[src/rtl/jstk_spi_responder.sv]
// SPI mode-0 slave that emulates a PmodJSTK joystick. It serves a 40-bit
// {X, Y, buttons} frame on MISO and captures the master's LED command byte.
module jstk_spi_responder #(
   parameter int unsigned SYNC_STAGES = 2,
   parameter int unsigned FRAME_BITS  = 40
) (
   input  logic       clk,
   input  logic       rst,
   input  logic [9:0] x_pos,
   input  logic [9:0] y_pos,
   input  logic [2:0] buttons,
   input  logic       SS,
   input  logic       SCK,
   input  logic       MOSI,
   output logic       MISO,
   output logic [1:0] led,
   output logic       frame_done,
   output logic       frame_err
);

   localparam int unsigned CntW = $clog2(FRAME_BITS + 1);

   typedef enum logic [1:0] {StIdle, StShift, StHold} state_e;

   logic [SYNC_STAGES-1:0] ss_sync_q, sck_sync_q, mosi_sync_q;
   logic                   ss_prev_q, sck_prev_q;
   logic                   ss_s, sck_s, mosi_s;
   logic                   ss_fall, ss_rise, sck_rise, sck_fall;

   state_e                 state_q, state_d;
   logic [CntW-1:0]        bit_cnt_q, bit_cnt_d;
   logic [FRAME_BITS-1:0]  tx_sr_q, tx_sr_d;
   logic [FRAME_BITS-1:0]  rx_sr_q, rx_sr_d;
   logic                   miso_q, miso_d;
   logic [1:0]             led_q, led_d;
   logic                   done_q, done_d;
   logic                   err_q, err_d;
   logic [FRAME_BITS-1:0]  frame_word;

   // Bytes: x low, x high, y low, y high, buttons.
   assign frame_word = {x_pos[7:0], 6'b0, x_pos[9:8], y_pos[7:0], 6'b0, y_pos[9:8],
                        5'b0, buttons};

   // Pin synchronizers plus one extra flop per line for edge detection.
   always_ff @(posedge clk or posedge rst) begin
      if (rst) begin
         ss_sync_q   <= '1;
         sck_sync_q  <= '0;
         mosi_sync_q <= '0;
         ss_prev_q   <= 1'b1;
         sck_prev_q  <= 1'b0;
      end else begin
         ss_sync_q   <= {ss_sync_q[SYNC_STAGES-2:0], SS};
         sck_sync_q  <= {sck_sync_q[SYNC_STAGES-2:0], SCK};
         mosi_sync_q <= {mosi_sync_q[SYNC_STAGES-2:0], MOSI};
         ss_prev_q   <= ss_s;
         sck_prev_q  <= sck_s;
      end
   end

   assign ss_s     = ss_sync_q[SYNC_STAGES-1];
   assign sck_s    = sck_sync_q[SYNC_STAGES-1];
   assign mosi_s   = mosi_sync_q[SYNC_STAGES-1];
   assign ss_fall  = ss_prev_q & ~ss_s;
   assign ss_rise  = ~ss_prev_q & ss_s;
   assign sck_rise = ~sck_prev_q & sck_s;
   assign sck_fall = sck_prev_q & ~sck_s;

   // Frame state register and datapath registers.
   always_ff @(posedge clk or posedge rst) begin
      if (rst) begin
         state_q   <= StIdle;
         bit_cnt_q <= '0;
         tx_sr_q   <= '0;
         rx_sr_q   <= '0;
         miso_q    <= 1'b0;
         led_q     <= 2'b00;
         done_q    <= 1'b0;
         err_q     <= 1'b0;
      end else begin
         state_q   <= state_d;
         bit_cnt_q <= bit_cnt_d;
         tx_sr_q   <= tx_sr_d;
         rx_sr_q   <= rx_sr_d;
         miso_q    <= miso_d;
         led_q     <= led_d;
         done_q    <= done_d;
         err_q     <= err_d;
      end
   end

   // Next-state logic; SS events take priority over SCK edges.
   always_comb begin
      state_d   = state_q;
      bit_cnt_d = bit_cnt_q;
      tx_sr_d   = tx_sr_q;
      rx_sr_d   = rx_sr_q;
      miso_d    = miso_q;
      led_d     = led_q;
      done_d    = 1'b0;
      err_d     = 1'b0;
      case (state_q)
         StIdle: begin
            miso_d = 1'b0;
            if (ss_fall) begin
               tx_sr_d   = frame_word;
               miso_d    = frame_word[FRAME_BITS-1];
               bit_cnt_d = '0;
               state_d   = StShift;
            end
         end
         StShift: begin
            if (ss_rise) begin
               // A window with no clocks at all is not treated as an error.
               err_d   = (bit_cnt_q != '0);
               miso_d  = 1'b0;
               state_d = StIdle;
            end else if (sck_rise) begin
               rx_sr_d   = {rx_sr_q[FRAME_BITS-2:0], mosi_s};
               bit_cnt_d = bit_cnt_q + 1'b1;
               if (bit_cnt_q == CntW'(FRAME_BITS - 1)) begin
                  miso_d  = 1'b0;
                  state_d = StHold;
               end
            end else if (sck_fall) begin
               tx_sr_d = {tx_sr_q[FRAME_BITS-2:0], 1'b0};
               miso_d  = tx_sr_q[FRAME_BITS-2];
            end
         end
         StHold: begin
            miso_d = 1'b0;
            if (ss_rise) begin
               // Command byte 0 now sits at the top of rx_sr; keep its low 2 bits.
               led_d   = rx_sr_q[FRAME_BITS-7:FRAME_BITS-8];
               done_d  = 1'b1;
               state_d = StIdle;
            end
         end
         default: begin
            miso_d  = 1'b0;
            state_d = StIdle;
         end
      endcase
   end

   assign MISO       = miso_q;
   assign led        = led_q;
   assign frame_done = done_q;
   assign frame_err  = err_q;

endmodule

[config.mk]
export PLATFORM = sky130hd
export DESIGN_NAME = jstk_spi_responder
export DESIGN_NICKNAME = d
export VERILOG_FILES = /design/src/rtl/jstk_spi_responder.sv
export SDC_FILE = /design/constraint.sdc
export NUM_CORES = 1
export LEC_CHECK = 0
export CAP_MARGIN = 25
export CELL_PAD_IN_SITES_DETAIL_PLACEMENT = 2
export CELL_PAD_IN_SITES_GLOBAL_PLACEMENT = 2
export CORE_AREA = 2 2 104 106
export DETAILED_ROUTE_END_ITERATION = 8
export DIE_AREA = 0 0 106 108
export PLACE_DENSITY_LB_ADDON = 0.1
export SLEW_MARGIN = 15
export SYNTH_ARGS = -nofsm -noshare
export SYNTH_HDL_FRONTEND = slang
export SYNTH_SLANG_ARGS = --single-unit
export TNS_END_PERCENT = 20
[constraint.sdc]
create_clock -name clk -period 4 [get_ports clk]
set_input_delay 0.8 -clock clk [delete_from_list [all_inputs] [get_ports clk]]
set_output_delay 0.8 -clock clk [all_outputs]
set_load 0.05 [all_outputs]
==> flow_metrics.env, run 1 <==
export IMPL_ios=33
export IMPL_cts_resized_gates=0
export IMPL_fin_skew_ns=0.0104
export IMPL_cts_hold_buf=0
export IMPL_hold_depth=0
export IMPL_worstPathRequired_ns=3.20
export IMPL_dieArea_sq_mm=0.0114
export IMPL_cts_num_sinks=94
export IMPL_register_area_sq_mm=0.00236
export IMPL_path_max_fanout=2
export IMPL_grt_pass1_vias=2716
export IMPL_path_class="flop to output pin"
export IMPL_final_setup_viol_count=0
export IMPL_grt_max_degree=52
export IMPL_slew_violations=0
export IMPL_cts_root_buffer="clkbuf_8"
export IMPL_n_fill_cell=1042
export IMPL_start_kind="flop"
export IMPL_die_y_um=108
export IMPL_finish_utilization=0.450
export IMPL_power_uw=2620
export IMPL_hold_class="flop to flop"
export IMPL_status="completed"
export IMPL_antenna_cells=0
export IMPL_place_congestion=0.728
export IMPL_drt_initial_drc_count=108
export IMPL_post_dp_hpwl_um=4980
export IMPL_drive_gt1_frac=0.261
export IMPL_synth_fp_nets=351
export IMPL_worstHoldEndpoint="ss_sync_q[1]"
export IMPL_min_period_ns=2.37
export IMPL_power_leakage_uw=0.00218
export IMPL_htreeDepth=3
export IMPL_drv_cap=0
export IMPL_io_buffer_count=32
export IMPL_clk_latency_ns=0.37
export IMPL_slowest_stage="clkdlybuf4s50_1"
export IMPL_vias=2382
export IMPL_post_cts_buffers=0
export IMPL_drc_errors=0
export IMPL_gr_total_overflow=0
export IMPL_timing_fmax_mhz=423
export IMPL_ant_nets=0
export IMPL_die_x_um=106
export IMPL_initial_core_util=0.386
export IMPL_cp_cell_sequence="clkdlybuf4s50_1"
export IMPL_clk_pin_slew_ns=0.09
export IMPL_coreArea_sq_mm=0.0102
export IMPL_area_growth_pct=16.6
export IMPL_cts_inserted_buffers=9
export IMPL_slew_headroom=0.486
export IMPL_cts_tree="done"
export IMPL_drt_pass1_iterations=2
export IMPL_vias_per_cell=4.83
export IMPL_yosys_warnings=0
export IMPL_cts_buffer_depth=2
export IMPL_holdCritStartpoint="ss_sync_q[0]"
export IMPL_crit_family="buffers and inverters"
export IMPL_drt_total_wl_um=7730
export IMPL_pre_cts_ws_ns=1.74
export IMPL_holdWs_ns=0.351
export IMPL_finalSetupTns_ns=0
export IMPL_worstPathArrival_ns=1.57
export IMPL_fin_nets=382
export IMPL_r2r_start="ss_prev_q"
export IMPL_reg2reg_to="tx_sr_q[8]"
export IMPL_track_usage=0.151
export IMPL_rsz0062_at_grt="no"
export IMPL_finalHoldViolCount=0
export IMPL_synth_cells=321
export IMPL_worst_slack_ns=1.63
export IMPL_p_per_area_mw_per_mm2=569
export IMPL_synth_yosys_seq_area_share=0.596
export IMPL_r2r_cells=4
export IMPL_wire_per_inst_um=15.7
export IMPL_end_kind="output pin"
export IMPL_crit_buf_inv=1
export IMPL_rrSetupSlack_ns=1.73
export IMPL_worst_pin_slew_ns=0.770
export IMPL_syn_area_sq_mm=0.00395
export IMPL_antenna_found_initial=0
export IMPL_synth_cell_types=31
export IMPL_period_share=0.592
export IMPL_multi_input_area_sq_mm=0.00147
export IMPL_synth_seq_cells=94
export IMPL_synth_area_per_cell_sq_um=12.3
export IMPL_rows=37
export IMPL_cpPeakStageDelay_ns=0.85
export IMPL_grt_pass1_wl_um=13300
export IMPL_ir_drop_uv=225
-- per-stage QoR --
step / std cells / cell area (sq um)
3_5_place_dp: 477 / 4420
2_1_floorplan: 321 / 3950
6_report: 493 / 4610
3_3_place_gp: 477 / 4420
5_1_grt: 493 / 4610
4_1_cts: 493 / 4610
-- layout by cell type (no fill, tap or decap), types with 2 or more instances in the layout --
master	count
a211oi_1	3
buf_4	3
clkbuf_8	9
clkdlybuf4s50_1	32
clkinv_2	4
clkinv_4	2
dfrtp_1	91
dfstp_2	3
ha_1	2
inv_1	15
mux2_2	59
mux2_4	5
mux2i_1	13
nand2_1	72
nand2b_1	5
nand4_1	2
nor2_1	10
o211ai_1	2
o21ai_0	6
o31ai_1	2
-- area by class of cell --
| cell class | instances | share of cell area |
|---|---|---|
| Clock buffer | 10 | 0.0277 |
| Clock inverter | 6 | 0.0136 |
| Inverter | 16 | 0.0133 |
| Multi-Input combinational cell | 195 | 0.318 |
| Sequential cell | 94 | 0.511 |
| Tap cell | 136 | 0.0369 |
| Timing Repair Buffer | 36 | 0.0787 |
-- worst reg2reg max path, stage by stage (launching register included) --
cell and delay [ns]:
dfstp_2 0.56, nor4b_2 0.52, a2bb2oi_4 0.19, buf_4 0.47, mux2_2 0.42
-- logic make-up (layout without fill, tap and decap cells) --
kind of cell / count (synthesis) / after routing / share of synthesized area
buffers and inverters: 32 / 68 / 0.0380
and+or+nand+nor: 100 / 100 / 0.112
AOI/OAI and AO/OA: 15 / 15 / 0.0256
DFF: 94 / 94 / 0.596
muxes: 77 / 77 / 0.220
xor gates and xnor gates: 1 / 1 / 0.00222
adders and majority gates: 2 / 2 / 0.00633
-- worst max-delay path by stage --
stage	start	end	slack (ns)	cells after the start
floorplan	rst	MISO	0.76	1
global placement	ss_prev_q	tx_sr_q[32]	1.79	4
detailed placement	ss_prev_q	tx_sr_q[1]	1.74	4
CTS	MISO	MISO	1.58	1
global route	MISO	MISO	1.54	1
finish	MISO	MISO	1.63	1
-- cells in the mapped netlist (all sizes together) --
master	number	area, sq um
a2bb2oi	1	8.76
or4b	1	10.0
o21ai	6	30.0
mux2	64	739
or2	1	6.26
a211oi	3	22.5
nor4b	1	15.0
clkbuf	7	26.3
nor2	10	37.5
nor4bb	1	10.0
o31ai	2	15.0
nand2b	5	31.3
nand4	2	12.5
xor2	1	8.76
mux2i	13	130
nand3	1	5.00
nor4	1	6.26
buf	9	63.8
nor2b	2	12.5
ha	2	25.0
dfstp	3	78.8
and2	1	6.26
o211ai	2	15.0
inv	16	60.1
dfrtp	91	2280
or3	1	11.3
and3b	1	8.76
nand2	72	270
a32o	1	10.0
-- flip-flops by register name, indices dropped and copies added, names as in the netlist, 2 cells and up --
signal and flops:
led 2, ss_sync_q 2, bit_cnt_q 6, rx_sr_q 34, mosi_sync_q 2, sck_sync_q 2, tx_sr_q 39, state_q 2
-- metal layers --
layer	GRT usage	vias up	wire, um
met5	0	-	0
met4	0.0761	0	157
met3	0.0307	12	213
met2	0.262	26	3910
met1	0.179	1223	3450
li1	-	1121	-
-- power by group --
part | internal, uW | total, uW | switching [uW] | leakage (uW)
clock network | 288 | 622 | 334 | 0.000100
logic | 364 | 759 | 395 | 0.000839
registers | 1130 | 1240 | 105 | 0.00124
(Power assumes the default switching activity.)
==> run 2, diff against run 1 <==
==> constraint.sdc (replaced) <==
create_clock -name clk -period 2.3 [get_ports clk]
set_input_delay 0.46 -clock clk [delete_from_list [all_inputs] [get_ports clk]]
set_output_delay 0.46 -clock clk [all_outputs]
set_load 0.05 [all_outputs]
==> run 2 against run 1 <==
First-iteration DRC count is 14% lower. Global-route usage is 0.67 points lower. Non-clock buffer count is 3 higher. Critical path type unchanged. Largest power group unchanged. Highest routed layer unchanged.
==> flow_metrics.env, run 2 (same netlist as run 1, synthesis figures left out) <==
export IMPL_fin_skew_ns=0.0124
export IMPL_slowest_stage="clkdlybuf4s50_1"
export IMPL_antenna_found_initial=0
export IMPL_gr_total_overflow=0
export IMPL_clk_pin_slew_ns=0.08
export IMPL_multi_input_area_sq_mm=0.00147
export IMPL_cts_root_buffer="clkbuf_8"
export IMPL_finalSetupTns_ns=0
export IMPL_end_kind="output pin"
export IMPL_htreeDepth=3
export IMPL_antenna_cells=0
export IMPL_track_usage=0.144
export IMPL_place_congestion=0.699
export IMPL_drive_gt1_frac=0.267
export IMPL_path_class="flop to output pin"
export IMPL_finalHoldViolCount=0
export IMPL_crit_buf_inv=1
export IMPL_final_setup_viol_count=0
export IMPL_cp_cell_sequence="clkdlybuf4s50_1"
export IMPL_initial_core_util=0.386
export IMPL_stdcell_count=496
export IMPL_top_usage_layer="met2"
export IMPL_cts_tree="done"
export IMPL_largest_reg_flops=39
export IMPL_die_y_um=108
export IMPL_cts_buffer_depth=2
export IMPL_power_uw=4730
export IMPL_grt_pass1_vias=2767
export IMPL_path_max_fanout=2
export IMPL_dpl_cell_count=480
export IMPL_rsz0062_at_grt="no"
export IMPL_clk_latency_ns=0.36
export IMPL_slew_violations=0
export IMPL_holdWs_ns=0.355
export IMPL_coreArea_sq_mm=0.0102
export IMPL_ios=33
export IMPL_top_regs="tx_sr_q: 39 flops, rx_sr_q: 34 flops, bit_cnt_q: 6 flops"
export IMPL_rows=37
export IMPL_cts_resized_gates=0
export IMPL_met3_usage=0.0271
export IMPL_wire_per_inst_um=14.9
export IMPL_area_growth_pct=18.4
export IMPL_vias=2446
export IMPL_cts_num_sinks=94
export IMPL_cts_inserted_buffers=9
export IMPL_grt_pass1_wl_um=12900
export IMPL_drt_pass1_iterations=3
export IMPL_grt_max_degree=95
export IMPL_power_leakage_uw=0.00220
export IMPL_post_cts_buffers=0
export IMPL_slew_headroom=0.655
export IMPL_period_share=0.884
export IMPL_timing_fmax_mhz=492
export IMPL_cts_hold_buf=0
export IMPL_grtUsageMet1=0.174
export IMPL_final_common_cell="dfrtp_1"
export IMPL_status="completed"
export IMPL_register_area_sq_mm=0.00236
export IMPL_drt_initial_drc_count=93
export IMPL_worst_pin_slew_ns=0.517
export IMPL_fin_nets=385
export IMPL_start_kind="flop"
export IMPL_use_met2=0.252
export IMPL_die_x_um=106
export IMPL_min_period_ns=2.03
export IMPL_drv_cap=0
export IMPL_drc_errors=0
export IMPL_dieArea_sq_mm=0.0114
export IMPL_io_buffer_count=32
export IMPL_mostFrequentLayoutCells="91 x dfrtp_1, 72 x nand2_1, 59 x mux2_2"
export IMPL_hold_class="flop to flop"
export IMPL_post_dp_hpwl_um=4840
export IMPL_n_fill_cell=1042
export IMPL_ir_drop_uv=344
export IMPL_ant_nets=0
export IMPL_crit_family="buffers and inverters"
export IMPL_p_per_area_mw_per_mm2=1010
export IMPL_worstPathRequired_ns=1.84
export IMPL_vias_per_cell=4.93
export IMPL_worstPathArrival_ns=1.57
export IMPL_drt_total_wl_um=7380
export IMPL_largest_register="tx_sr_q"
export IMPL_cpPeakStageDelay_ns=0.82
## run 2: stage by stage
stage	utilization	cell area [sq um]	setup slack, ns
2_1_floorplan	-	3960	0.516
3_3_place_gp	0.435	4460	0.385
3_5_place_dp	0.435	4460	0.356
4_1_cts	0.457	4680	0.238
5_1_grt	0.457	4680	0.207
6_report	0.457	4680	0.267
## run 2: final cells by class
| type | count | area share |
|---|---|---|
| clock buffer | 11 | 0.0302 |
| clock inverter | 5 | 0.0176 |
| inverter | 16 | 0.0136 |
| multi-input combinational | 195 | 0.314 |
| sequential | 94 | 0.503 |
| tap | 136 | 0.0364 |
| timing repair buffer | 39 | 0.0850 |
## run 2: path summary, 6_finish.rpt
check / start / depth (start not counted) / to / slack, ns
max reg2reg: state_q[1] / 5 / tx_sr_q[28] / 0.34
max: MISO / 1 / MISO / 0.27
min: sck_sync_q[0] / 0 / sck_sync_q[1] / 0.36
min reg2reg: sck_sync_q[0] / 0 / sck_sync_q[1] / 0.36
min in group asynchronous: rst / 3 / frame_err / 0.58
max in group asynchronous: rst / 3 / MISO / 1.33
## run 2: worst reg2reg max path, stage by stage, from the launching register on
cell       delay (ns)
dfrtp_1          0.44
nand2b_1         0.29
nor2_1           0.29
a2bb2oi_4        0.18
buf_12           0.25
mux2_2           0.38
## run 2: where the power goes
group	total [uW]	internal (uW)	switching, uW
clock	1220	642	577
combinational	1370	680	688
sequential	2140	1970	174
total	4730	3290	1440
## run 2: layer usage
layer / part of all wire / vias to the layer above
met4: 0.020 / 0
met1: 0.46 / 1275
met2: 0.50 / 27
met3: 0.024 / 12
li1: - / 1132
met5: 0 / -
==> run 3, diff against run 2 <==
--- a/config.mk
+++ b/config.mk
@@ -6,11 +6,11 @@
 export NUM_CORES = 1
 export LEC_CHECK = 0
 export CAP_MARGIN = 25
-export CELL_PAD_IN_SITES_DETAIL_PLACEMENT = 2
+export CELL_PAD_IN_SITES_DETAIL_PLACEMENT = 0
 export CELL_PAD_IN_SITES_GLOBAL_PLACEMENT = 2
-export CORE_AREA = 2 2 104 106
+export CORE_AREA = 2 2 129 81
 export DETAILED_ROUTE_END_ITERATION = 8
-export DIE_AREA = 0 0 106 108
+export DIE_AREA = 0 0 131 83
 export PLACE_DENSITY_LB_ADDON = 0.1
 export SLEW_MARGIN = 15
 export SYNTH_ARGS = -nofsm -noshare
==> constraint.sdc (replaced) <==
create_clock -name clk -period 2.5 [get_ports clk]
set_input_delay 0.5 -clock clk [delete_from_list [all_inputs] [get_ports clk]]
set_output_delay 0.5 -clock clk [all_outputs]
set_load 0.05 [all_outputs]
==> run 3 against run 2 <==
Non-clock buffer count shrank 1. Wire length shrank 10%. Via count shrank 7.2%. Clock skew shrank 0.0065 ns. Setup slack gained 0.22 ns. Cell count shrank 0.40%. Clock-buffer cell count shrank 1. Sequential share of layout area shrank 0.69 points. First-iteration DRC count grew 40%. Die area shrank 5.0%. Final area grew 1.4%. Worst hold slack lost 0.0025 ns. Critical endpoint unchanged. Largest power group unchanged.
==> flow_metrics.env, run 3 (same netlist as run 1, synthesis figures left out) <==
export IMPL_status="completed"
export IMPL_worst_pin_slew_ns=0.554
export IMPL_dieArea_sq_mm=0.0109
export IMPL_io_buffer_count=32
export IMPL_clk_pin_slew_ns=0.06
export IMPL_ios=33
export IMPL_pre_cts_ws_ns=0.592
export IMPL_path_max_fanout=2
export IMPL_gr_total_overflow=0
export IMPL_mostFrequentLayoutCells="91 x dfrtp_1, 72 x nand2_1, 59 x mux2_2"
export IMPL_cts_root_buffer="clkbuf_16"
export IMPL_worst_slack_ns=0.483
export IMPL_comb_power_share=0.273
export IMPL_grt_pass1_wl_um=11300
export IMPL_top_regs="tx_sr_q: 39 flops, rx_sr_q: 34 flops, bit_cnt_q: 6 flops"
export IMPL_start_kind="flop"
export IMPL_largest_register="tx_sr_q"
export IMPL_largest_reg_flops=39
export IMPL_cts_inserted_buffers=9
export IMPL_pwr_share_clk=0.295
export IMPL_rsz0062_at_grt="no"
export IMPL_p_per_area_mw_per_mm2=960
export IMPL_place_congestion=0.735
export IMPL_power_leakage_uw=0.00223
export IMPL_drc_errors=0
export IMPL_p_int_uw=3210
export IMPL_post_dp_hpwl_um=4180
export IMPL_p_sw_frac=0.295
export IMPL_crit_family="buffers and inverters"
export IMPL_cts_tree="done"
export IMPL_slew_violations=0
export IMPL_initial_core_util=0.410
export IMPL_register_area_sq_mm=0.00236
export IMPL_drt_initial_drc_count=130
export IMPL_track_usage=0.133
export IMPL_multi_input_area_sq_mm=0.00147
export IMPL_p_seq_frac=0.432
export IMPL_die_x_um=131
export IMPL_drive_gt1_frac=0.265
export IMPL_cts_buffer_depth=2
export IMPL_drt_total_wl_um=6640
export IMPL_slowest_stage="clkdlybuf4s50_1"
export IMPL_min_period_ns=2.02
export IMPL_cts_hold_buf=0
export IMPL_fin_skew_ns=0.00594
export IMPL_area_growth_pct=20.0
export IMPL_rows=28
export IMPL_p_sw_uw=1340
export IMPL_finalHoldViolCount=0
export IMPL_drv_cap=0
export IMPL_antenna_cells=0
export IMPL_worstPathRequired_ns=2.00
export IMPL_grt_max_degree=95
export IMPL_htreeDepth=3
export IMPL_cts_resized_gates=0
export IMPL_hold_class="flop to flop"
export IMPL_finalSetupTns_ns=0
export IMPL_die_y_um=83
export IMPL_timing_fmax_mhz=496
export IMPL_power_uw=4560
export IMPL_fin_nets=384
export IMPL_end_kind="output pin"
export IMPL_n_fill_cell=879
export IMPL_grt_pass1_vias=2354
export IMPL_antenna_found_initial=0
export IMPL_post_cts_buffers=0
export IMPL_vias=2271
export IMPL_slew_headroom=0.630
export IMPL_coreArea_sq_mm=0.00963
export IMPL_wire_per_inst_um=13.4
export IMPL_vias_per_cell=4.60
export IMPL_ir_drop_uv=477
export IMPL_cpPeakStageDelay_ns=0.84
export IMPL_final_common_cell="dfrtp_1"
export IMPL_worstPathArrival_ns=1.52
export IMPL_path_class="flop to output pin"
export IMPL_cp_cell_sequence="clkdlybuf4s50_1"
export IMPL_period_share=0.807
export IMPL_crit_buf_inv=1
export IMPL_drt_pass1_iterations=4
export IMPL_cts_num_sinks=94
export IMPL_clk_latency_ns=0.33
export IMPL_ant_nets=0
export IMPL_final_setup_viol_count=0
-- run 3: cell count changes in the layout (fill, tap and decap cells not counted), sizes merged --
cell      change
inv           +2
clkbuf        -1
clkinv        +2
clkinvlp      -2
buf           -1
bufinv        -1
-- run 3: metal layers --
layer	up-vias	GRT usage	routed length, um
met2	38	0.192	2810
met1	1091	0.185	3390
met3	7	0.0515	350
li1	1135	-	-
met4	0	0.0406	87
met5	-	0	0
-- run 3: path summary, 6_finish.rpt --
check / startpoint / to / slack (ns) / cells after the start
setup / recovery: MISO / MISO / 0.48 / 1
hold / removal: sck_sync_q[0] / sck_sync_q[1] / 0.35 / 0
setup reg to reg: state_q[1] / tx_sr_q[4] / 0.58 / 5
hold reg to reg: sck_sync_q[0] / sck_sync_q[1] / 0.35 / 0
max in group asynchronous: rst / ss_sync_q[0] / 1.47 / 3
min in group asynchronous: rst / tx_sr_q[16] / 0.67 / 3
-- run 3: layout make-up --
| class | count | area share |
|---|---|---|
| inverter | 16 | 0.0134 |
| multi-input combinational | 195 | 0.309 |
| clock buffer | 10 | 0.0483 |
| clock inverter | 6 | 0.0145 |
| tap | 135 | 0.0356 |
| sequential | 94 | 0.497 |
| timing repair buffer | 38 | 0.0823 |
-- run 3: power groups by stage --
| stage | logic (uW) | clock network [uW] | registers [uW] |
|---|---|---|---|
| 3_3_place_gp | 1250 | 0 | 1990 |
| 3_5_place_dp | 1260 | 0 | 2000 |
| 4_1_cts | 1270 | 1390 | 1980 |
| 6_report | 1240 | 1340 | 1970 |
| 5_1_grt | 1380 | 1450 | 2010 |
| 2_1_floorplan | 941 | 0 | 1980 |
-- run 3: stage by stage --
stage,hold WS (ns),std cells,utilization,cell area [sq um]
after global placement,0.336,478,0.462,4450
after detailed placement,0.337,478,0.462,4450
after CTS,0.354,494,0.492,4740
after floorplan,0.331,321,-,3960
after global routing,0.369,494,0.492,4740
final,0.353,494,0.492,4740
